--- src/rtl/ravenoc_pkg.sv ---
// ravenoc_pkg -- shared types for the router input stage.
//   e_port_t      : router port directions, also the index of the output request array
//   NumVirtChn    : virtual channels per link; VcWidth bits select one
//   HighPriority  : which end of the VC index range wins arbitration
//   e_flit_t      : flit kind carried in the two MSBs of every flit
//   s_head_flit_t : head flit layout (type, XY destination, packet size, payload)
//   s_flit_req_t  : link request (valid, vc_id, fdata)
//   s_flit_resp_t : link response (per-VC ready)
//   xy_route()    : dimension-ordered (X then Y) route for a destination
package ravenoc_pkg;

  typedef enum logic [2:0] {
    LOCAL_PORT = 3'd0,
    NORTH_PORT = 3'd1,
    SOUTH_PORT = 3'd2,
    WEST_PORT  = 3'd3,
    EAST_PORT  = 3'd4
  } e_port_t;

  localparam int unsigned NumPorts   = 5;
  localparam int unsigned NumVirtChn = 2;
  localparam int unsigned VcWidth    = 1;

  // ZeroLowPrior: VC0 is the lowest priority, so the highest index wins.
  typedef enum logic {
    ZeroLowPrior,
    ZeroHighPrior
  } e_prior_t;

  localparam e_prior_t HighPriority = ZeroLowPrior;

  localparam int unsigned FlitWidth  = 32;
  localparam int unsigned XWidth     = 2;
  localparam int unsigned YWidth     = 2;
  localparam int unsigned PktSzWidth = 8;

  // Bit positions of the head flit fields inside fdata.
  localparam int unsigned FtypeLsb = FlitWidth - 2;
  localparam int unsigned XLsb     = FtypeLsb - XWidth;
  localparam int unsigned YLsb     = XLsb - YWidth;
  localparam int unsigned PktLsb   = YLsb - PktSzWidth;

  typedef enum logic [1:0] {
    HEAD_FLIT = 2'd0,
    BODY_FLIT = 2'd1,
    TAIL_FLIT = 2'd2
  } e_flit_t;

  typedef struct packed {
    e_flit_t                 ftype;
    logic [XWidth-1:0]       x_dest;
    logic [YWidth-1:0]       y_dest;
    logic [PktSzWidth-1:0]   pkt_size;
    logic [PktLsb-1:0]       payload;
  } s_head_flit_t;

  typedef struct packed {
    logic                 valid;
    logic [VcWidth-1:0]   vc_id;
    logic [FlitWidth-1:0] fdata;
  } s_flit_req_t;

  typedef struct packed {
    logic [NumVirtChn-1:0] ready;
  } s_flit_resp_t;

  function automatic e_port_t xy_route(input logic [XWidth-1:0] x_dest,
                                       input logic [YWidth-1:0] y_dest,
                                       input int unsigned       router_x,
                                       input int unsigned       router_y);
    int unsigned xd;
    int unsigned yd;
    xd = 32'(x_dest);
    yd = 32'(y_dest);
    if (xd > router_x) return EAST_PORT;
    if (xd < router_x) return WEST_PORT;
    if (yd > router_y) return SOUTH_PORT;
    if (yd < router_y) return NORTH_PORT;
    return LOCAL_PORT;
  endfunction

endpackage

--- src/rtl/vc_flit_fifo.sv ---
// vc_flit_fifo -- synchronous single-clock FIFO holding the flits of one VC.
//   clk      : clock
//   arst     : synchronous active-low reset, empties the FIFO
//   i_wr_en  : write request (ignored while full)
//   i_wdata  : write data
//   i_rd_en  : read request (ignored while empty)
//   o_rdata  : head entry, valid whenever o_empty is 0
//   o_full   : no free slot
//   o_empty  : no stored entry
module vc_flit_fifo #(
  parameter int unsigned Depth = 4,
  parameter int unsigned Width = 32
) (
  input  logic             clk,
  input  logic             arst,
  input  logic             i_wr_en,
  input  logic [Width-1:0] i_wdata,
  input  logic             i_rd_en,
  output logic [Width-1:0] o_rdata,
  output logic             o_full,
  output logic             o_empty
);

  localparam int unsigned PtrWidth = $clog2(Depth);
  localparam logic [PtrWidth:0] PtrOne = (PtrWidth + 1)'(1);

  logic [Width-1:0]  r_mem [Depth];
  // One extra pointer bit tells full from empty when the indices match.
  logic [PtrWidth:0] r_wptr;
  logic [PtrWidth:0] r_rptr;
  logic              w_wr;
  logic              w_rd;

  assign o_empty = (r_wptr == r_rptr);
  assign o_full  = (r_wptr[PtrWidth] != r_rptr[PtrWidth]) &&
                   (r_wptr[PtrWidth-1:0] == r_rptr[PtrWidth-1:0]);
  assign w_wr    = i_wr_en && !o_full;
  assign w_rd    = i_rd_en && !o_empty;
  assign o_rdata = r_mem[r_rptr[PtrWidth-1:0]];

  always_ff @(posedge clk) begin
    if (!arst) begin
      r_wptr <= '0;
      r_rptr <= '0;
    end else begin
      if (w_wr) r_wptr <= r_wptr + PtrOne;
      if (w_rd) r_rptr <= r_rptr + PtrOne;
    end
  end

  always_ff @(posedge clk) begin
    if (w_wr) r_mem[r_wptr[PtrWidth-1:0]] <= i_wdata;
  end

endmodule

--- src/rtl/vc_input_stage.sv ---
// vc_input_stage -- router input port: per-VC buffering, XY routing and VC arbitration.
//   clk         : clock
//   arst        : synchronous active-low reset
//   fin_req_i   : incoming link flit (valid, vc_id, fdata)
//   fin_resp_o  : per-VC buffer space returned upstream (ready = not full)
//   fout_req_o  : one request per output port, indexed by e_port_t; only the routed one is driven
//   fout_resp_i : per-VC ready returned by each output
//   route_err_o : sticky flag, set when a packet would leave through the port it came in on
// Build option: define VC_INPUT_BYPASS_EN to forward a flit straight to its output when its
// VC FIFO is empty, the VC wins arbitration and the output is ready.
module vc_input_stage
  import ravenoc_pkg::*;
#(
  parameter int unsigned RouterX     = 0,
  parameter int unsigned RouterY     = 0,
  parameter e_port_t     InPort      = LOCAL_PORT,
  parameter int unsigned BufferDepth = 4
) (
  input  logic                    clk,
  input  logic                    arst,
  input  s_flit_req_t             fin_req_i,
  output s_flit_resp_t            fin_resp_o,
  output s_flit_req_t [4:0]       fout_req_o,
  input  s_flit_resp_t [4:0]      fout_resp_i,
  output logic                    route_err_o
);

  logic [NumVirtChn-1:0] w_full;
  logic [NumVirtChn-1:0] w_empty;
  logic [NumVirtChn-1:0] w_wr;
  logic [NumVirtChn-1:0] w_rd;
  logic [FlitWidth-1:0]  w_rdata [NumVirtChn];

  // Per-VC packet state: an open packet (lock) and the route its body/tail follow.
  logic [NumVirtChn-1:0] r_lock;
  e_port_t               r_route [NumVirtChn];
  logic                  r_err;

  logic [NumVirtChn-1:0] w_cand;
  logic                  w_any;
  logic [VcWidth-1:0]    w_sel;
  logic [FlitWidth-1:0]  w_flit;
  e_flit_t               w_ftype;
  logic                  w_is_head;
  logic                  w_is_tail;
  logic                  w_has_body;
  e_port_t               w_xy;
  e_port_t               w_route;
  logic                  w_uturn;
  logic                  w_discard;
  logic                  w_deq;
`ifdef VC_INPUT_BYPASS_EN
  logic                  w_byp;
`endif

  for (genvar v = 0; v < NumVirtChn; v++) begin : g_vc
    vc_flit_fifo #(
      .Depth (BufferDepth),
      .Width (FlitWidth)
    ) u_fifo (
      .clk     (clk),
      .arst    (arst),
      .i_wr_en (w_wr[v]),
      .i_wdata (fin_req_i.fdata),
      .i_rd_en (w_rd[v]),
      .o_rdata (w_rdata[v]),
      .o_full  (w_full[v]),
      .o_empty (w_empty[v])
    );
  end

  assign fin_resp_o.ready = ~w_full;
  assign route_err_o      = r_err;

  // A VC competes when it holds a flit (or, with bypass, is receiving one into an empty FIFO).
  always_comb begin
    w_cand = ~w_empty;
`ifdef VC_INPUT_BYPASS_EN
    for (int v = 0; v < NumVirtChn; v++) begin
      if (fin_req_i.valid && (fin_req_i.vc_id == VcWidth'(v))) w_cand[v] = 1'b1;
    end
`endif
  end

  always_comb begin
    w_any = 1'b0;
    w_sel = '0;
    if (HighPriority == ZeroLowPrior) begin
      for (int v = 0; v < NumVirtChn; v++) begin
        if (w_cand[v]) begin
          w_any = 1'b1;
          w_sel = VcWidth'(v);
        end
      end
    end else begin
      for (int v = NumVirtChn - 1; v >= 0; v--) begin
        if (w_cand[v]) begin
          w_any = 1'b1;
          w_sel = VcWidth'(v);
        end
      end
    end
  end

  always_comb begin
    w_flit = w_rdata[w_sel];
`ifdef VC_INPUT_BYPASS_EN
    w_byp = 1'b0;
    if (w_empty[w_sel]) begin
      w_byp  = 1'b1;
      w_flit = fin_req_i.fdata;
    end
`endif
  end

  assign w_ftype    = e_flit_t'(w_flit[FtypeLsb +: 2]);
  assign w_is_head  = (w_ftype == HEAD_FLIT);
  assign w_is_tail  = (w_ftype == TAIL_FLIT);
  assign w_has_body = (w_flit[PktLsb +: PktSzWidth] != '0);
  assign w_xy       = xy_route(w_flit[XLsb +: XWidth], w_flit[YLsb +: YWidth], RouterX, RouterY);
  assign w_route    = w_is_head ? w_xy : r_route[w_sel];
  assign w_uturn    = w_is_head && (w_xy == InPort);
  // Body/tail flits travel only while their VC holds an open route; after a dropped U-turn
  // head no route is opened, so the rest of that packet is discarded up to its tail.
  assign w_discard  = w_uturn || (!w_is_head && !r_lock[w_sel]);

  always_comb begin
    fout_req_o = '0;
    w_deq      = 1'b0;
    if (w_any) begin
      if (w_discard) begin
        w_deq = 1'b1;
      end else begin
        fout_req_o[w_route].valid = 1'b1;
        fout_req_o[w_route].vc_id = w_sel;
        fout_req_o[w_route].fdata = w_flit;
        w_deq = fout_resp_i[w_route].ready[w_sel];
      end
    end
  end

  always_comb begin
    w_wr = '0;
    w_rd = '0;
    for (int v = 0; v < NumVirtChn; v++) begin
      w_rd[v] = w_deq && (w_sel == VcWidth'(v));
      w_wr[v] = fin_req_i.valid && (fin_req_i.vc_id == VcWidth'(v)) && !w_full[v];
`ifdef VC_INPUT_BYPASS_EN
      // A flit forwarded this cycle must not also be buffered.
      if (w_byp && w_deq && (w_sel == VcWidth'(v))) w_wr[v] = 1'b0;
`endif
    end
  end

  always_ff @(posedge clk) begin
    if (!arst) begin
      r_lock <= '0;
      r_err  <= 1'b0;
      for (int v = 0; v < NumVirtChn; v++) r_route[v] <= LOCAL_PORT;
    end else if (w_deq) begin
      if (w_is_head) begin
        if (w_uturn) begin
          r_err <= 1'b1;
        end else if (w_has_body) begin
          r_route[w_sel] <= w_xy;
          r_lock[w_sel]  <= 1'b1;
        end
      end else if (w_is_tail) begin
        r_lock[w_sel] <= 1'b0;
      end
    end
  end

endmodule

--- config.mk ---
export PLATFORM = sky130hd
export DESIGN_NAME = vc_input_stage
export DESIGN_NICKNAME = d
export VERILOG_FILES = /design/src/rtl/ravenoc_pkg.sv /design/src/rtl/vc_flit_fifo.sv /design/src/rtl/vc_input_stage.sv
export SDC_FILE = /design/constraint.sdc
export NUM_CORES = 1
export LEC_CHECK = 0
export ABC_AREA = 0
export CORE_MARGIN = 2
export CORE_UTILIZATION = 50
export CTS_BUF_LIST = sky130_fd_sc_hd__clkbuf_8 sky130_fd_sc_hd__clkbuf_16
export DETAILED_ROUTE_END_ITERATION = 10
export GPL_TIMING_DRIVEN = 0
export PLACE_DENSITY_LB_ADDON = 0.15
export SETUP_SLACK_MARGIN = 0.1
export SLEW_MARGIN = 5
export SYNTH_ARGS = -nofsm -noshare
export SYNTH_HDL_FRONTEND = slang
export SYNTH_SLANG_ARGS = --single-unit
--- constraint.sdc ---
create_clock -name clk -period 3.3 [get_ports clk]
set_input_delay 0.495 -clock clk [delete_from_list [all_inputs] [get_ports clk]]
set_output_delay 0.495 -clock clk [all_outputs]
set_load 0.1 [all_outputs]
==> run_results.csv <==
group,metric,value,unit
status,status,"finished with violations",
status,violations,"negative setup slack",
pwr,pwr_density_cell,860.9,mW/mm^2
route,viasPerCell,5.536,
yosys,syn_area_per_cell,16.64,sq um
timing,clock.fmax,258.2,MHz
timing,final_min_period_over_clock_period,117.4,%
yosys,ys_ff_latch,279,
worst_setup_path,ff2ff_path_depth,9,
route,drt.antenna.violating_nets,0,
final_layout,fillCellCount,1255,
route,drt_pass1_iterations,5,
worst_setup_path,worst-path-stages,13,
global_route,grt_pass1_wl,49740,um
yosys,synth_cells,723,
die,core,0.02354,sq mm
timing,timing.final.ws_setup,-0.5728,ns
global_route,antenna_found_initial,0,
timing,setup_tns,-49.59,ns
final_layout,ff_latch_area,0.008189,sq mm
timing,setup_viol,110,
clock_tree,cts_tree,"yes",
yosys,async_flop_share,0,%
worst_setup_path,critical_path.max_stage_delay,0.55,ns
timing,relSlewSlack,35.06,%
yosys,syn_area,0.01203,sq mm
pwr,p_total,15.74,mW
final_layout,multi_input_area,0.004606,sq mm
die,rows,56,
global_route,grt_max_degree,29,
timing,holdWs,0.4748,ns
worst_setup_path,path_delay_family,"buffers and inverters",
placed_design,dp_slack,-1.724,ns
global_route,met1_usage,34.65,%
worst_setup_path,crit_path_max_fanout,9,
yosys,yosysTopAreaCellShare,64.90,%
yosys,ys_seq_area_share,68.06,%
final_layout,area_growth,52.02,%
die,start_util,51.10,%
placed_design,portBuffers,146,
yosys,yosys.area.top_type,"edfxtp_1",
flow_run,maxCapViolCount,0,
timing,max_slew.worst_pin.slew,0.9710,ns
worst_setup_path,cp.required,2.80,ns
global_route,grt_use_total,26.60,%
yosys,synth_ff_type,"edfxtp_1",
yosys,synth.distinct_cells,51,
final_layout,final_util,77.68,%
worst_setup_path,startpoint_type,"flip-flop",
global_route,grt_pass1_vias,7766,
global_route,grtUsageMet2,45.04,%
clock_tree,cts_buffers,28,
worst_setup_path,setup.worst_path.end,"fout_req_o[88]",
pwr,peakVddDrop,0.4974,mV
clock_tree,clockRootBuffer,"clkbuf_16",
clock_tree,clock_latency,0.54,ns
pwr,p_leak,6.396,nW
worst_setup_path,rr_endpoint,"r_route[0][1]",
timing,grt_setup_unrepaired,"yes",
pwr,switchingPower,6.829,mW
route,routed_wl,34340,um
placed_design,gp_congestion,0.8503,
placed_design,dp_hpwl,19100,um
global_route,grt.overflow.total,0,
yosys,yosysWarnings,0,
timing,report.final.hold_viol_count,0,
route,drcViolationCount,0,
die,die_h,159.1,um
final_layout,diodes,0,
global_route,busiest_layer,"met2",
worst_setup_path,cp.arrival,3.38,ns
die,ios,219,
worst_setup_path,path_class,"flip-flop to output pin",
pwr,pwr-share-seq,25.8,%
pwr,combPwrFrac,55.3,%
pwr,internal_power,8.915,mW
die,die-area,0.02532,sq mm
worst_setup_path,crit_buf_inv,5,
worst_hold_path,hp-class,"flip-flop to flip-flop",
timing,finalMaxSlewViolations,0,
clock_tree,cts.sinks,279,
yosys,synth_common_cells,"260 x edfxtp_1, 118 x nor2_1, 69 x buf_4",
clock_tree,cts_buffer_depth,3,
timing,period_needed,3.873,ns
final_layout,layout-drive-gt1-share,50.38,%
worst_setup_path,critPathSlowestCell,"mux4_2",
clock_tree,postCtsHoldBufs,0,
yosys,post-synth-top-count-cell,"edfxtp_1",
route,vias,7534,
route,drt_iter0_markers,708,
yosys,synth-edff-count,260,
route,wire_per_inst,25.23,um
yosys,netlist_top_cells_area,"edfxtp_1 65%, mux4_2 12%, buf_4 4.3%, nor2_1 3.7%, mux2i_1 3.6%",
clock_tree,clkTransAtPathRegs,0.06,ns
worst_setup_path,ff2ff_setup_slack,-0.11,ns
worst_setup_path,crit_path_cell_trace,"buf_8 -> mux4_2 -> a311oi_4 -> buf_4 -> a21oi_4 -> nand2_2 -> nand2_4 -> nor3b_4 -> nand2_2 -> buf_12 -> clkbuf_16 -> nor2_4 -> buf_12",
pwr,sw_frac_of_total,43.38,%
die,fp.dieW,159.1,um
timing,skew,0.01242,ns
worst_setup_path,cp-end-kind,"output pin",
clock_tree,htree_levels,1,
pwr,clkPwrFrac,18.9,%
final_layout,nets,1077,
global_route,grt_use_met3,5.392,%
-- power groups by stage --
stage / combinational (mW) / clock [mW] / sequential [mW]
after floorplan: 4.85 / 0 / 4.12
after global placement: 6.18 / 0 / 4.13
after detailed placement: 6.22 / 0 / 4.13
after CTS: 8.32 / 2.97 / 4.06
after global routing: 8.96 / 3.12 / 4.07
final: 8.71 / 2.97 / 4.06
-- cell type report --
type | instances | area share, %
clock inverter | 22 | 0.7252
buffer | 99 | 5.015
tap | 319 | 2.182
inverter | 8 | 0.2258
sequential | 279 | 44.78
timing repair buffer | 201 | 17.92
multi-input combinational | 404 | 25.18
clock buffer | 29 | 3.968
-- stage by stage --
step	cells	cell area, sq um
4_1_cts	1350	18030
5_1_grt	1361	18290
3_3_place_gp	1255	14880
2_1_floorplan	790	13020
6_report	1361	18290
3_5_place_dp	1263	15060
-- layer usage --
layer,share of wire [%],up-vias
met5,0,-
met4,3.8,0
met3,8.0,77
met2,50,410
met1,38,3803
li1,-,3244
-- tightest hold or removal path, stage by stage (launching register included) --
cell and delay (ns):
dfxtp_1 0.32, nand2_1 0.05, o21ai_0 0.06
-- flip-flops by register name (all words and copies together) (netlist names), named ones only --
name                flops
g_vc.u_fifo.r_wptr      6
route_err_o             1
r_route                 4
g_vc.u_fifo.r_rptr      6
g_vc.u_fifo.r_mem     256
-- worst min path at each step --
stage          depth (start not counted)      start  slack, ns   endpoint
2_1_floorplan                          2  flip-flop       0.43  flip-flop
3_3_place_gp                           2  flip-flop       0.44  flip-flop
3_5_place_dp                           2  flip-flop       0.45  flip-flop
4_1_cts                                2  flip-flop       0.47  flip-flop
5_1_grt                                2  flip-flop       0.50  flip-flop
6_report                               2  flip-flop       0.47  flip-flop
-- what timing repair did --
action | CTS | global route
gates cloned | 9 | 1
gates resized for setup | 1052 | 44
pin swaps | 12 | 16
setup endpoints to repair | 112 | 116
buffers inserted | 28 | 15
-- kinds of logic after synthesis --
logic type               count (synthesis)  share of synthesized area (%)
AND/OR/NAND/NOR                        177                          6.438
flip-flops                             279                          68.06
other                                    1                        0.03117
AO/OA/AOI/OAI                           26                          1.643
buffers and inverters                  108                          5.824
multiplexers                           109                          15.83
adder cells (fa/ha/maj)                 10                          1.040
XOR/XNOR                                13                          1.134
-- cells in the final DEF (no fill, tap or decap), drive strengths merged, types with 4 or more instances in the layout --
cell	netlist	layout
ha	10	10
xor2	5	5
mux2i	44	44
clkinv	0	12
conb	1	68
and2	9	9
nand3	10	10
or3	4	4
nand2	17	17
clkdlybuf4s50	0	44
buf	88	242
clkbuf	12	43
nor2	118	118
edfxtp	260	260
and3	4	4
clkinvlp	0	6
inv	8	11
mux4	64	64
dfxtp	19	19
o21ai	6	6
xnor2	8	8
a21oi	7	8
No activity file was read; power rests on OpenSTA's default activity.
